**config.mk**
```make
export PLATFORM = sky130hd
export DESIGN_NAME = dds_sweep_controller
export DESIGN_NICKNAME = d
export VERILOG_FILES = /design/src/rtl/dds_sweep_controller.sv
export SDC_FILE = /design/constraint.sdc
export NUM_CORES = 1
export LEC_CHECK = 0
export ABC_CLOCK_PERIOD_IN_PS = 8350
export CORE_MARGIN = 2
export CORE_UTILIZATION = 55
export CTS_CLUSTER_DIAMETER = 200
export DETAILED_ROUTE_END_ITERATION = 16
export PLACE_DENSITY_LB_ADDON = 0.05
export SLEW_MARGIN = 15
export SYNTH_ARGS = -nofsm -noshare
export SYNTH_HDL_FRONTEND = slang
export SYNTH_SLANG_ARGS = --single-unit
```
**constraint.sdc**
```tcl
create_clock -name clk -period 8.35 [get_ports clk]
set_clock_uncertainty 0.15 [all_clocks]
set_input_delay 0.835 -clock clk [delete_from_list [all_inputs] [get_ports clk]]
set_output_delay 0.835 -clock clk [all_outputs]
set_load 0.05 [all_outputs]
```
**src/rtl/dds_sweep_controller.sv**
```systemverilog
// Linear chirp sequencer: drives the DDS accumulator FCW from start to stop in
// fixed steps at a programmable cadence, once or as a continuous triangle.
module dds_sweep_controller #(
  parameter int FCW_W = 24,
  parameter int DIV_W = 16
) (
  input  logic             clk,
  input  logic             reset_n,
  input  logic             cfg_valid,
  output logic             cfg_ready,
  input  logic [FCW_W-1:0] cfg_start_fcw,
  input  logic [FCW_W-1:0] cfg_stop_fcw,
  input  logic [FCW_W-1:0] cfg_step,
  input  logic [DIV_W-1:0] cfg_interval,
  input  logic             cfg_mode,
  input  logic             start,
  input  logic             abort,
  output logic [FCW_W-1:0] fcw,
  output logic             fcw_update,
  output logic             busy,
  output logic             done
);

  typedef enum logic [1:0] {IDLE, UP, DOWN} state_t;

  typedef struct packed {
    logic [FCW_W-1:0] start_fcw;
    logic [FCW_W-1:0] stop_fcw;
    logic [FCW_W-1:0] step;
    logic [DIV_W-1:0] interval;
    logic             mode;
  } cfg_t;

  state_t           state_q, state_d;
  cfg_t             cfg_q, cfg_d, cfg_in, cfg_use;
  logic [DIV_W-1:0] cnt_q, cnt_d;
  logic [FCW_W-1:0] fcw_d;
  logic             upd_d, busy_d, done_d;
  logic             hs, tick;
  logic [FCW_W:0]   up_sum, dn_lim;
  logic [FCW_W-1:0] up_val, dn_val;

  assign cfg_ready = (state_q == IDLE);
  assign hs        = cfg_valid & cfg_ready;
  assign cfg_in    = '{start_fcw: cfg_start_fcw, stop_fcw: cfg_stop_fcw,
                       step: cfg_step, interval: cfg_interval, mode: cfg_mode};
  // a start coincident with a handshake must see the freshly offered config
  assign cfg_use   = hs ? cfg_in : cfg_q;
  assign tick      = (cnt_q == cfg_q.interval);

  // one extra bit on both compares so ramps near full scale cannot wrap
  assign up_sum = {1'b0, fcw} + {1'b0, cfg_q.step};
  assign dn_lim = {1'b0, cfg_q.start_fcw} + {1'b0, cfg_q.step};
  assign up_val = (up_sum >= {1'b0, cfg_q.stop_fcw}) ? cfg_q.stop_fcw : up_sum[FCW_W-1:0];
  assign dn_val = ({1'b0, fcw} <= dn_lim) ? cfg_q.start_fcw : fcw - cfg_q.step;

  always_comb begin
    state_d = state_q;
    cfg_d   = cfg_q;
    cnt_d   = cnt_q;
    fcw_d   = fcw;
    upd_d   = 1'b0;
    done_d  = 1'b0;
    case (state_q)
      IDLE: begin
        if (hs) cfg_d = cfg_in;
        if (start && !abort) begin
          fcw_d   = cfg_use.start_fcw;
          upd_d   = 1'b1;
          cnt_d   = '0;
          state_d = UP;
        end
      end
      UP: begin
        if (abort) begin
          state_d = IDLE;
        end else if (tick) begin
          cnt_d = '0;
          fcw_d = up_val;
          upd_d = (up_val != fcw);
          if (up_val == cfg_q.stop_fcw) begin
            if (cfg_q.mode) begin
              state_d = DOWN;
            end else begin
              state_d = IDLE;
              done_d  = 1'b1;
            end
          end
        end else begin
          cnt_d = cnt_q + 1'b1;
        end
      end
      DOWN: begin
        if (abort) begin
          state_d = IDLE;
        end else if (tick) begin
          cnt_d = '0;
          fcw_d = dn_val;
          upd_d = (dn_val != fcw);
          if (dn_val == cfg_q.start_fcw) state_d = UP;
        end else begin
          cnt_d = cnt_q + 1'b1;
        end
      end
      default: state_d = IDLE;
    endcase
    busy_d = (state_d != IDLE);
  end

  always_ff @(posedge clk or negedge reset_n) begin
    if (!reset_n) begin
      state_q    <= IDLE;
      cfg_q      <= '0;
      cnt_q      <= '0;
      fcw        <= '0;
      fcw_update <= 1'b0;
      busy       <= 1'b0;
      done       <= 1'b0;
    end else begin
      state_q    <= state_d;
      cfg_q      <= cfg_d;
      cnt_q      <= cnt_d;
      fcw        <= fcw_d;
      fcw_update <= upd_d;
      busy       <= busy_d;
      done       <= done_d;
    end
  end

endmodule

```
==> results of run 1 <==
[critical path: stages, from the launching register on]
cell and delay [ps]:
dfrtp_1 460, ha_1 250, a21o_1 190, a21oi_1 220
o21bai_1 130, a21bo_2 210, a21oi_1 240, o21ai_0 280
nor4_1 430, nor4b_1 110, or4_1 590, a31oi_1 230
xor2_1 100, ha_1 290, nand3_1 120, nor3_1 240
o21ai_0 120, a21o_1 170, a31oi_1 430, and2_1 210
buf_4 320, mux2_2 400, a2111oi_0 450, nand4b_1 150
o311ai_0 710, a31oi_1 160
[cells in the mapped netlist, types with 6 or more instances]
| cell type | number |
|---|---|
| dfrtp_1 | 134 |
| ha_1 | 125 |
| nor2_1 | 120 |
| a21oi_1 | 110 |
| inv_1 | 104 |
| nand2_1 | 99 |
| o21ai_0 | 97 |
| mux2_2 | 92 |
| xnor2_1 | 91 |
| xor2_1 | 87 |
| clkbuf_1 | 67 |
| nand3_1 | 47 |
| nor3_1 | 44 |
| a21o_1 | 32 |
| a211oi_1 | 29 |
| nand2b_1 | 26 |
| nand4_1 | 26 |
| nor4_1 | 24 |
| mux2i_1 | 20 |
| or3_1 | 18 |
| nor2b_1 | 17 |
| o31ai_1 | 17 |
| and3_1 | 16 |
| o211ai_1 | 16 |
| o21a_1 | 16 |
| a2111oi_0 | 12 |
| buf_2 | 12 |
| a221oi_1 | 11 |
| and2_1 | 11 |
| o221ai_1 | 11 |
| buf_1 | 10 |
| o2111ai_1 | 10 |
| o22ai_1 | 9 |
| or4_1 | 9 |
| xnor3_1 | 9 |
| a31oi_1 | 8 |
| a21boi_0 | 7 |
| and4_1 | 6 |
| o311ai_1 | 6 |
| or2_2 | 6 |
[metrics by stage]
step / setup WS (ps) / util (%)
after floorplan: 2400 / -
after global routing: 394 / 63.9
after detailed placement: 917 / 61.5
after CTS: 906 / 63.9
after global placement: 1110 / 61.5
final: 843 / 63.9
[kinds of logic after synthesis]
family          synth area share (%)
xor+xnor                        12.1
fa+ha+maj                       11.1
simple gates                    17.8
buf+inv                         5.23
flops                           23.0
mux                             8.48
compound gates                  22.3
[state kept, by name (all words and copies together) (netlist names)]
name and cells:
done 1, state_q 2, busy 1, fcw_update 1, cnt_q 16, fcw 24
cfg_q 89
[placed cells by master (no fill, tap or decap), drive strengths merged, types with 48 or more instances in the layout]
master / n
dfrtp: 134
ha: 125
nor2: 121
clkdlybuf4s50: 120
inv: 115
a21oi: 111
o21ai: 101
nand2: 99
mux2: 92
xnor2: 91
xor2: 87
nand3: 48
[layer usage]
metal	share of wire (%)	global-route usage, %	vias up
met1	41	53.9	6961
met3	11	7.96	165
met2	43	59.3	894
li1	-	-	6487
met4	5.4	17.9	0
met5	0	0	-
[final cells by class]
type	count	area (um^2)	share of cell area (%)
clock buffer	17	425	2.56
clock inverter	15	179	1.08
inverter	106	398	2.39
multi-input combinational	1395	10500	63.0
sequential	134	3350	20.2
tap	335	419	2.52
timing repair buffer	144	1390	8.32
[worst max path at each step]
| stage | startpoint | to | slack [ps] | depth (start not counted) |
|---|---|---|---|---|
| floorplan | cfg_q[18]$_DFFE_PN0P_ | fcw_update$_DFF_PN0_ | 2400 | 25 |
| global placement | cfg_q[65]$_DFFE_PN0P_ | fcw_update$_DFF_PN0_ | 1110 | 25 |
| detailed placement | cfg_q[18]$_DFFE_PN0P_ | fcw_update$_DFF_PN0_ | 920 | 25 |
| CTS | cfg_q[18]$_DFFE_PN0P_ | fcw_update$_DFF_PN0_ | 910 | 25 |
| global route | cfg_q[18]$_DFFE_PN0P_ | fcw_update$_DFF_PN0_ | 390 | 25 |
| finish | cfg_q[65]$_DFFE_PN0P_ | fcw_update$_DFF_PN0_ | 840 | 25 |
==> impl_metrics.yaml, run 1 <==
outcome:
  status: "complete, no violations"
clock_tree:
  post_cts_buffers: 0
  path_clk_slew_ps: 80
  holdBufCountCts: 0
  clockBufferDepth: 2
  cts_root_buffer: "clkbuf_16"
  clk_latency_ps: 450
  cts.htree.levels: 4
  cts_resized: 0
  cts.sinks: 134
  cts_tree: "done"
  cts_buffers: 17
placement:
  port_buffers: 121
  place_hpwl_um: 43100
  gp_routability_congestion: 1.14
  placed_cell_area_um2: 16000
  dp_cells: 2114
routing:
  drcViolationCount: 0
  ant_nets: 0
  vias_per_cell: 6.76
  num_vias: 14500
  wirelength_um: 55200
  firstDrtPassIters: 8
  post_drt_wl_per_cell_um: 25.7
  first_iter_violations: 1783
sta:
  setup_viol: 0
  fmax_mhz: 133
  finalCriticalPeriod_ps: 7510
  slew_viol_final: 0
  fin_tns_setup_ps: 0
  max-slew-margin-rel_pct: 30.0
  hold_slack_ps: 250
  rsz0062_at_grt: "no"
  finalCritPeriodShare_pct: 89.9
  worstMarginPinSlew_ps: 1020
  hold_viol_final: 0
finish:
  final_nets: 2020
  drive_gt1_share_pct: 10.3
  area_delta_synth_final_pct: 14.2
  instances_no_fill: 2146
  nFillCells: 2301
  fin_area_um2: 16600
  n_antenna_cell: 0
logic_synthesis:
  synth_top_area_cell: "dfrtp_1"
  synthFlopType: "dfrtp_1"
  syn_nets: 1948
  yosysTopAreaCellShare_pct: 23.0
  synth_cell_types: 98
  synth_area_leaders: "dfrtp_1, ha_1, mux2_2"
  ys_warn_count: 0
  synth_edf_count: 0
  syn_avg_cell_area_um2: 8.44
  synth-async-reset-ratio_pct: 100
  ys_seq_area_share_pct: 23.0
  syn_area_um2: 14600
  ys_ff_latch: 134
  synthCells: 1726
global_routing:
  grt_pass1_wl_um: 83100
  antenna_found_initial: 0
  grt_pass1_vias: 13800
  grt_max_degree: 72
  grtUsageTotal_pct: 39.1
  overflow: 0
critical_path:
  start_kind: "flip-flop"
  r2r_slack_ps: 840
  worstReg2RegStart: "cfg_q[65]$_DFFE_PN0P_"
  path_class: "reg -> reg"
  cp-end-kind: "flip-flop"
  required_ps: 8490
  r2r_end: "fcw_update$_DFF_PN0_"
  reg2reg_depth: 25
  cp_max_fo: 25
  worst_ep_arrival_time_ps: 7650
die:
  num_io_pins: 122
  dieArea_um2: 27800
  die_x_um: 167
  die_y_um: 167
  coreArea_um2: 26100
  num_rows: 59
  initial_core_util_pct: 55.9
worst_hold_path:
  hold_path.class: "in -> async"
run:
  maxCapViolCount: 0
Power of run 1 is not shown: default switching activity piles up to over one toggle a cycle in this logic, so the estimate is an artifact.
==> run 2, diff against run 1 <==
--- a/config.mk
+++ b/config.mk
@@ -7,7 +7,7 @@
 export LEC_CHECK = 0
 export ABC_CLOCK_PERIOD_IN_PS = 8350
 export CORE_MARGIN = 2
-export CORE_UTILIZATION = 55
+export CORE_UTILIZATION = 60
 export CTS_CLUSTER_DIAMETER = 200
 export DETAILED_ROUTE_END_ITERATION = 16
 export PLACE_DENSITY_LB_ADDON = 0.05
==> constraint.sdc (replaced) <==
create_clock -name clk -period 8.35 [get_ports clk]
set_clock_uncertainty 0.15 [all_clocks]
set_input_delay 0.835 -clock clk [delete_from_list [all_inputs] [get_ports clk]]
set_output_delay 0.835 -clock clk [all_outputs]
set_load 0.1 [all_outputs]
==> run 2 against run 1 <==
Utilization up 5.0 points; register-to-register slack better by 99 ps; worst setup slack better by 99 ps; global-route usage up 3.0 points; die area down 8.1%; critical endpoint unchanged; highest routed layer unchanged.
==> impl_metrics.yaml, run 2 (synthesis gave the netlist of run 1 again) <==
outcome:
  status: "complete, no violations"
sta:
  setup_viol: 0
  slew_viol_final: 0
  fin_tns_setup_ps: 0
  finalCriticalPeriod_ps: 7410
  rsz0062_at_grt: "no"
  max-slew-margin-rel_pct: 18.5
  fmax_mhz: 135
  worstMarginPinSlew_ps: 1190
  hold_viol_final: 0
  finalCritPeriodShare_pct: 88.7
finish:
  final_nets: 2020
  area_delta_synth_final_pct: 13.9
  multi_input_area_um2: 10500
  final_common_cell: "dfrtp_1"
  top_register: "cfg_q"
  reg_top3: "cfg_q: 89 flops, fcw: 24 flops, cnt_q: 16 flops"
  regArea_um2: 3350
  mostFrequentLayoutCells: "dfrtp_1, ha_1, clkdlybuf4s50_1, nor2_1, a21oi_1"
  nFillCells: 2019
  largest_reg_flops: 89
  drive_gt1_share_pct: 10.3
routing:
  first_iter_violations: 2147
  firstDrtPassIters: 7
  num_vias: 14800
  drcViolationCount: 0
  ant_nets: 0
  post_drt_wl_per_cell_um: 25.4
  vias_per_cell: 6.90
  wirelength_um: 54200
global_routing:
  grt_max_degree: 70
  antenna_found_initial: 0
  overflow: 0
  grt_pass1_vias: 14100
  grtUsageTotal_pct: 42.2
  grt_pass1_wl_um: 82100
critical_path:
  cp-end-kind: "flip-flop"
  cp_max_fo: 25
  critPathBufInv: 1
  slowest_delay_ps: 600
  required_ps: 8500
  slowest_stage: "or4_1"
  r2r_slack_ps: 940
  worst_ep_arrival_time_ps: 7560
  crit_family: "compound AO/OA/AOI/OAI gates"
  cp_common_cell: "a31oi_1"
  start_kind: "flip-flop"
  path_class: "reg -> reg"
clock_tree:
  cts_tree: "done"
  cts.htree.levels: 4
  cts_resized: 0
  cts_root_buffer: "clkbuf_16"
  holdBufCountCts: 0
  path_clk_slew_ps: 70
  clk_latency_ps: 450
  cts_buffers: 17
  cts.sinks: 134
  clockBufferDepth: 2
  post_cts_buffers: 0
worst_hold_path:
  hold_path.class: "in -> async"
die:
  num_rows: 57
  die_x_um: 160
  num_io_pins: 122
  dieArea_um2: 25600
  initial_core_util_pct: 60.5
  die_y_um: 160
  coreArea_um2: 24100
placement:
  gp_routability_congestion: 1.05
  port_buffers: 121
  place_hpwl_um: 41900
run:
  maxCapViolCount: 0
-- run 2: cell type report --
type,instances,area share (%)
diodes,2,0.0301
clock buffers,17,2.56
inverters,106,2.40
multi-input cells,1395,63.1
repair buffers,144,8.34
clock inverters,15,0.912
well taps,324,2.44
flip-flops and latches,134,20.2
-- run 2: routing by layer --
| layer | track usage, % | vias up | part of all wire (%) |
|---|---|---|---|
| met5 | 0 | - | 0 |
| met4 | 22.2 | 0 | 6.3 |
| met3 | 9.19 | 211 | 12 |
| met2 | 63.4 | 1060 | 42 |
| met1 | 57.0 | 6995 | 40 |
| li1 | - | 6486 | - |
-- run 2: final timing paths --
| path | endpoint | cells after the start | start |
|---|---|---|---|
| worst max-delay path | fcw_update$_DFF_PN0_ | 25 | cfg_q[18]$_DFFE_PN0P_ |
| worst min-delay path | cfg_q[23]$_DFFE_PN0P_ | 1 | reset_n |
| worst max register to register | fcw_update$_DFF_PN0_ | 25 | cfg_q[18]$_DFFE_PN0P_ |
| worst min register to register | done$_DFF_PN0_ | 1 | cfg_q[0]$_DFFE_PN0P_ |
| max in group asynchronous | cfg_q[62]$_DFFE_PN0P_ | 2 | reset_n |
| min in group clk | done$_DFF_PN0_ | 1 | cfg_q[0]$_DFFE_PN0P_ |
-- run 2: metrics by stage --
| stage | cells | setup slack (ps) | hold slack (ps) | util (%) | instance area [um^2] |
|---|---|---|---|---|---|
| 6_report | 2137 | 942 | 227 | 68.9 | 16600 |
| 3_5_place_dp | 2103 | 1130 | 366 | 66.5 | 16000 |
| 3_3_place_gp | 2103 | 1300 | 358 | 66.5 | 16000 |
| 2_1_floorplan | 1726 | 2380 | 308 | - | 14600 |
| 5_1_grt | 2135 | 470 | 306 | 68.9 | 16600 |
| 4_1_cts | 2135 | 1090 | 286 | 68.9 | 16600 |
Power of run 2 is left out for the same reason.
